File: config.mk
export PLATFORM = sky130hd
export DESIGN_NAME = alu_arbiter
export DESIGN_NICKNAME = d
export VERILOG_FILES = /design/src/rtl/alu_arbiter.sv
export SDC_FILE = /design/constraint.sdc
export NUM_CORES = 1
export LEC_CHECK = 0
export ABC_CLOCK_PERIOD_IN_PS = 3800
export CAP_MARGIN = 20
export CELL_PAD_IN_SITES_DETAIL_PLACEMENT = 1
export CELL_PAD_IN_SITES_GLOBAL_PLACEMENT = 1
export CORE_MARGIN = 2
export CORE_UTILIZATION = 29
export CTS_BUF_LIST = sky130_fd_sc_hd__clkbuf_4
export DETAILED_ROUTE_END_ITERATION = 8
export PLACE_DENSITY = 0.85
export SETUP_SLACK_MARGIN = 0.02
export SYNTH_ARGS = -nofsm -noshare
export SYNTH_HDL_FRONTEND = slang
export SYNTH_SLANG_ARGS = --single-unit
File: constraint.sdc
create_clock -name clk -period 3.8 [get_ports clk]
set_input_delay 0.57 -clock clk [delete_from_list [all_inputs] [get_ports clk]]
set_output_delay 0.57 -clock clk [all_outputs]
set_load 0.02 [all_outputs]
File: src/rtl/alu_arbiter.sv
// alu_arbiter: round-robin sharing of one external combinational ALU between N_REQ requesters.
// Optional feature: define ALU_OP_CHECK_EN to answer opcodes 3'b101..3'b111 with rsp_err instead of executing them.
module alu_arbiter #(
    parameter int N_REQ = 4,
    parameter int WIDTH = 4,
    parameter int ID_W  = 2
) (
    input  logic                   clk,
    input  logic                   rst,
    input  logic [N_REQ-1:0]       req_valid,
    output logic [N_REQ-1:0]       req_ready,
    input  logic [N_REQ*WIDTH-1:0] req_a,
    input  logic [N_REQ*WIDTH-1:0] req_b,
    input  logic [N_REQ*3-1:0]     req_op,
    output logic [WIDTH-1:0]       alu_a,
    output logic [WIDTH-1:0]       alu_b,
    output logic [2:0]             alu_op,
    input  logic [WIDTH-1:0]       alu_result,
    input  logic                   alu_zero,
    output logic                   rsp_valid,
    input  logic                   rsp_ready,
    output logic [ID_W-1:0]        rsp_id,
    output logic [WIDTH-1:0]       rsp_result,
    output logic                   rsp_zero,
    output logic                   rsp_err,
    output logic                   busy
);

    typedef enum logic [1:0] {
        IDLE,
        EXEC,
        RESP
    } state_t;

    state_t            state;
    logic [ID_W-1:0]   last_grant;
    logic [ID_W-1:0]   winner;
    logic              found;
    logic [WIDTH-1:0]  sel_a;
    logic [WIDTH-1:0]  sel_b;
    logic [2:0]        sel_op;

    // Two passes: indices above last_grant first, then the wrapped-around ones.
    always_comb begin
        found  = 1'b0;
        winner = '0;
        for (int unsigned i = 0; i < N_REQ; i++) begin
            if (!found && req_valid[i] && (i > 32'(last_grant))) begin
                found  = 1'b1;
                winner = ID_W'(i);
            end
        end
        for (int unsigned i = 0; i < N_REQ; i++) begin
            if (!found && req_valid[i] && (i <= 32'(last_grant))) begin
                found  = 1'b1;
                winner = ID_W'(i);
            end
        end
    end

    always_comb begin
        sel_a  = req_a[32'(winner)*WIDTH +: WIDTH];
        sel_b  = req_b[32'(winner)*WIDTH +: WIDTH];
        sel_op = req_op[32'(winner)*3 +: 3];
    end

    always_comb begin
        req_ready = '0;
        if (state == IDLE && found) begin
            req_ready[winner] = 1'b1;
        end
    end

`ifdef ALU_OP_CHECK_EN
    logic illegal;
    assign illegal = (sel_op > 3'd4);
`else
    assign rsp_err = 1'b0;
`endif

    always_ff @(posedge clk) begin
        if (rst) begin
            state      <= IDLE;
            last_grant <= ID_W'(N_REQ - 1);
            alu_a      <= '0;
            alu_b      <= '0;
            alu_op     <= '0;
            rsp_valid  <= 1'b0;
            rsp_id     <= '0;
            rsp_result <= '0;
            rsp_zero   <= 1'b0;
            busy       <= 1'b0;
`ifdef ALU_OP_CHECK_EN
            rsp_err    <= 1'b0;
`endif
        end else begin
            case (state)
                IDLE: begin
                    if (found) begin
                        last_grant <= winner;
                        busy       <= 1'b1;
`ifdef ALU_OP_CHECK_EN
                        // Illegal ops bypass the ALU and leave alu_* untouched.
                        if (illegal) begin
                            rsp_valid  <= 1'b1;
                            rsp_id     <= winner;
                            rsp_result <= '0;
                            rsp_zero   <= 1'b0;
                            rsp_err    <= 1'b1;
                            state      <= RESP;
                        end else
`endif
                        begin
                            alu_a  <= sel_a;
                            alu_b  <= sel_b;
                            alu_op <= sel_op;
                            state  <= EXEC;
                        end
                    end
                end
                EXEC: begin
                    rsp_result <= alu_result;
                    rsp_zero   <= alu_zero;
                    rsp_id     <= last_grant;
                    rsp_valid  <= 1'b1;
`ifdef ALU_OP_CHECK_EN
                    rsp_err    <= 1'b0;
`endif
                    state      <= RESP;
                end
                RESP: begin
                    if (rsp_ready) begin
                        rsp_valid <= 1'b0;
                        busy      <= 1'b0;
                        state     <= IDLE;
                    end
                end
                default: begin
                    rsp_valid <= 1'b0;
                    busy      <= 1'b0;
                    state     <= IDLE;
                end
            endcase
        end
    end

endmodule
==> results of run 1 <==
[cell families after synthesis]
family	synth area share
and+or+nand+nor	0.180
DFF	0.350
other	0.00273
buffers and inverters	0.0858
muxes	0.168
AOI/OAI and AO/OA	0.214
[cells in the final DEF (no fill, tap or decap), types with 2 or more instances in the layout]
cell             synthesis  routed
o22ai_1                  2       2
inv_1                    4       4
mux2i_1                 23      23
and3b_1                  2       2
a21oi_1                 11      11
nor2_1                   5       5
nor4_2                   2       2
dfxtp_1                 24      24
o221ai_2                11      11
nand2b_1                 4       4
nor2b_1                  2       2
nand2_1                 26      26
a211o_1                  2       2
clkbuf_4                 0       3
clkdlybuf4s50_1          0      79
nor3_1                   3       3
[path summary, 6_finish.rpt]
kind,from,endpoint,slack (ns),cells after the start
max,req_valid[1],req_ready[2],0.52,7
min reg2reg,rsp_result[1]$_SDFFE_PP0P_,rsp_result[1]$_SDFFE_PP0P_,0.47,2
max reg2reg,last_grant[1]$_SDFFE_PP1P_,alu_op[0]$_SDFFE_PP0P_,1.71,5
min,rsp_result[1]$_SDFFE_PP0P_,rsp_result[1]$_SDFFE_PP0P_,0.47,2
[layout make-up]
cell class                 count  area, sq um
sequential                    24          480
timing repair buffer          80          798
multi-input combinational    103          777
fill                         529         2470
tap                           54         67.6
inverter                       4         15.0
clock buffer                   3         22.5
[power by group through the flow]
stage	registers, mW	logic [mW]	clock network (mW)
detailed placement	0.321	0.359	0
floorplan	0.350	0.185	0
CTS	0.315	0.361	0.119
global placement	0.319	0.352	0
global route	0.319	0.380	0.133
finish	0.314	0.354	0.108
[registers in the layout (all words and copies together) (netlist names)]
name	cells
last_grant	2
busy	1
rsp_valid	1
rsp_zero	1
alu_a	4
state	2
rsp_id	2
alu_op	3
alu_b	4
rsp_result	4
[metal layers]
layer / global-route usage / vias to the layer above / wire length (um)
met5: 0 / - / 0
met4: 0.0370 / 0 / 9
met1: 0.178 / 635 / 1790
met2: 0.278 / 55 / 1950
li1: - / 651 / -
met3: 0.0331 / 2 / 352
[metrics by stage]
stage | util | power (mW) | worst slack [ns] | instances
after floorplan | - | 0.535 | 1.35 | 142
final | 0.467 | 0.776 | 0.523 | 268
after CTS | 0.467 | 0.795 | 0.508 | 268
after global placement | 0.462 | 0.670 | 0.611 | 265
after global routing | 0.467 | 0.832 | 0.363 | 268
after detailed placement | 0.462 | 0.680 | 0.519 | 265
[critical path, delay by kind of cell]
family                 cells  cell delay (ns)
AOI/OAI and AO/OA          2             0.49
buffers and inverters      3             1.27
muxes                      1             0.20
and+or+nand+nor            1             0.18
==> qor.csv, run 1 <==
stage;metric;value;unit
status;outcome;completed;
grt;number of global-route vias before repair;1347;
place;Final GP Congestion;0.640;
synth;sequential share of the synthesized area;0.350;
floorplan;Die Ht;72.8;um
pwr;Clk pwr share;0.139;
pwr;Sequential Power Share;0.405;
pwr;Max VDD drop;0.000167;V
timing;worst slew pin tran;0.643;ns
floorplan;initial core utilization;0.296;
route;DR vias/cell;5.01;
layout;Area Overhead vs Synth;57.6;%
timing;Final Hold Viols;0;
timing;Max Freq;305;MHz
worst_setup_path;Crit path largest cell delay;0.63;ns
synth;commonest cells in the netlist;nand2_1, dfxtp_1, mux2i_1, a21oi_1, o221ai_2;
synth;Mapped Area;0.00137;sq mm
worst_setup_path;critical path arrival;2.71;ns
timing;Post-Route Setup TNS;0;ns
timing;Min Clock Period, post-route;3.28;ns
synth;leading area contributor after synthesis;dfxtp_1;
clocking;Sinks on Clock Net;24;
synth;Synth area leaders;dfxtp_1, mux2i_1, o221ai_2;
timing;Final Max Slew Viols;0;
clocking;CTS clk-pin slew, worst paths;0.12;ns
grt;global-route wire length before repair;6420;um
clocking;cts hold-fix bufs;0;
route;first drt pass iteration count;4;
layout;share of cells above drive strength 1;0.0935;
clocking;post-cts gate resize count;0;
timing;RSZ-0062 raised after global routing;false;
pwr;pwr/cell area;359;mW/mm^2
synth;Yosys reg bits;24;
clocking;maximum root-to-sink buffer count;2;
pwr;Switching Fraction;0.344;
pwr;LEAKAGE;0.863;nW
floorplan;Rows;25;
place;port buffer count;79;
worst_setup_path;Crit. End Element;output port;
clocking;root buffer cell;clkbuf_4;
timing;Final Skew;0.00648;ns
route;number of remaining DRC errors;0;
layout;final instance area;0.00216;sq mm
pwr;P_sw;267;uW
place;Placed Area;0.00214;sq mm
worst_setup_path;Slowest-stage cell, CP;clkdlybuf4s50_1;
synth;Unique masters post-synth;29;
synth;Synth Area per Inst;9.66;sq um
hold_path;hold crit path type;reg2reg;
timing;Slew headroom;0.571;
synth;top_reg_cell synth;dfxtp_1;
clocking;H-tree depth;1;
synth;most numerous cell in the Yosys netlist;nand2_1;
route;Total Wirelength;4110;um
timing;final hold slack;0.468;ns
route;ANT nets after route;0;
clocking;CTS tree;built;
worst_setup_path;Setup CP Type;in2out;
floorplan;total die area;0.00529;sq mm
floorplan;Std-Cell Core Area;0.00463;sq mm
grt;grt ovf;0;
layout;NumNets Final;272;
synth;post-synth top area share;0.350;
route;wire per inst;15.3;um
grt;initial antenna violation count;0;
clocking;Clock Latency Late Sink;0.30;ns
synth;Cells after Synth;142;
worst_setup_path;crit-path most repeated cell;clkdlybuf4s50_1;
pwr;Gate power share;0.456;
synth;Post-synth EDFFs;0;
synth;Ys Warns;0;
worst_setup_path;crit-path cells;clkdlybuf4s50_1 -> mux2i_1 -> o22ai_1 -> a311oi_4 -> inv_1 -> nor3_1 -> clkdlybuf4s50_1;
layout;# diodes;0;
worst_setup_path;CP Launch Type;primary input;
synth;Syn Nets;198;
worst_setup_path;required time of the critical path;3.23;ns
synth;ys async rst share;0;
place;Detailed Place HPWL;3260;um
floorplan;Die X-Extent;72.8;um
timing;Tcrit/Tclk final;0.862;
route;Vias;1343;
worst_setup_path;crit-path max FO;6;
route;1st-iter DRT viols;27;
job;max-cap violations;0;
grt;total global-route track usage;0.152;
grt;pin count of the biggest net entering global routing;23;
timing;Final setup viols;0;
clocking;CTS buffer count;3;
clocking;post-CTS setup buffers;0;
floorplan;io pins;81;
pwr;cell-internal power;509;uW
No activity file was read; power rests on OpenSTA's default activity.
==> run 2: changes to the inputs <==
--- a/config.mk
+++ b/config.mk
@@ -13,6 +13,7 @@
 export CORE_UTILIZATION = 29
 export CTS_BUF_LIST = sky130_fd_sc_hd__clkbuf_4
 export DETAILED_ROUTE_END_ITERATION = 8
+export GPL_ROUTABILITY_DRIVEN = 0
 export PLACE_DENSITY = 0.85
 export SETUP_SLACK_MARGIN = 0.02
 export SYNTH_ARGS = -nofsm -noshare
==> results of run 2 <==
Final layout, timing and power as in run 1 (identical DEF).
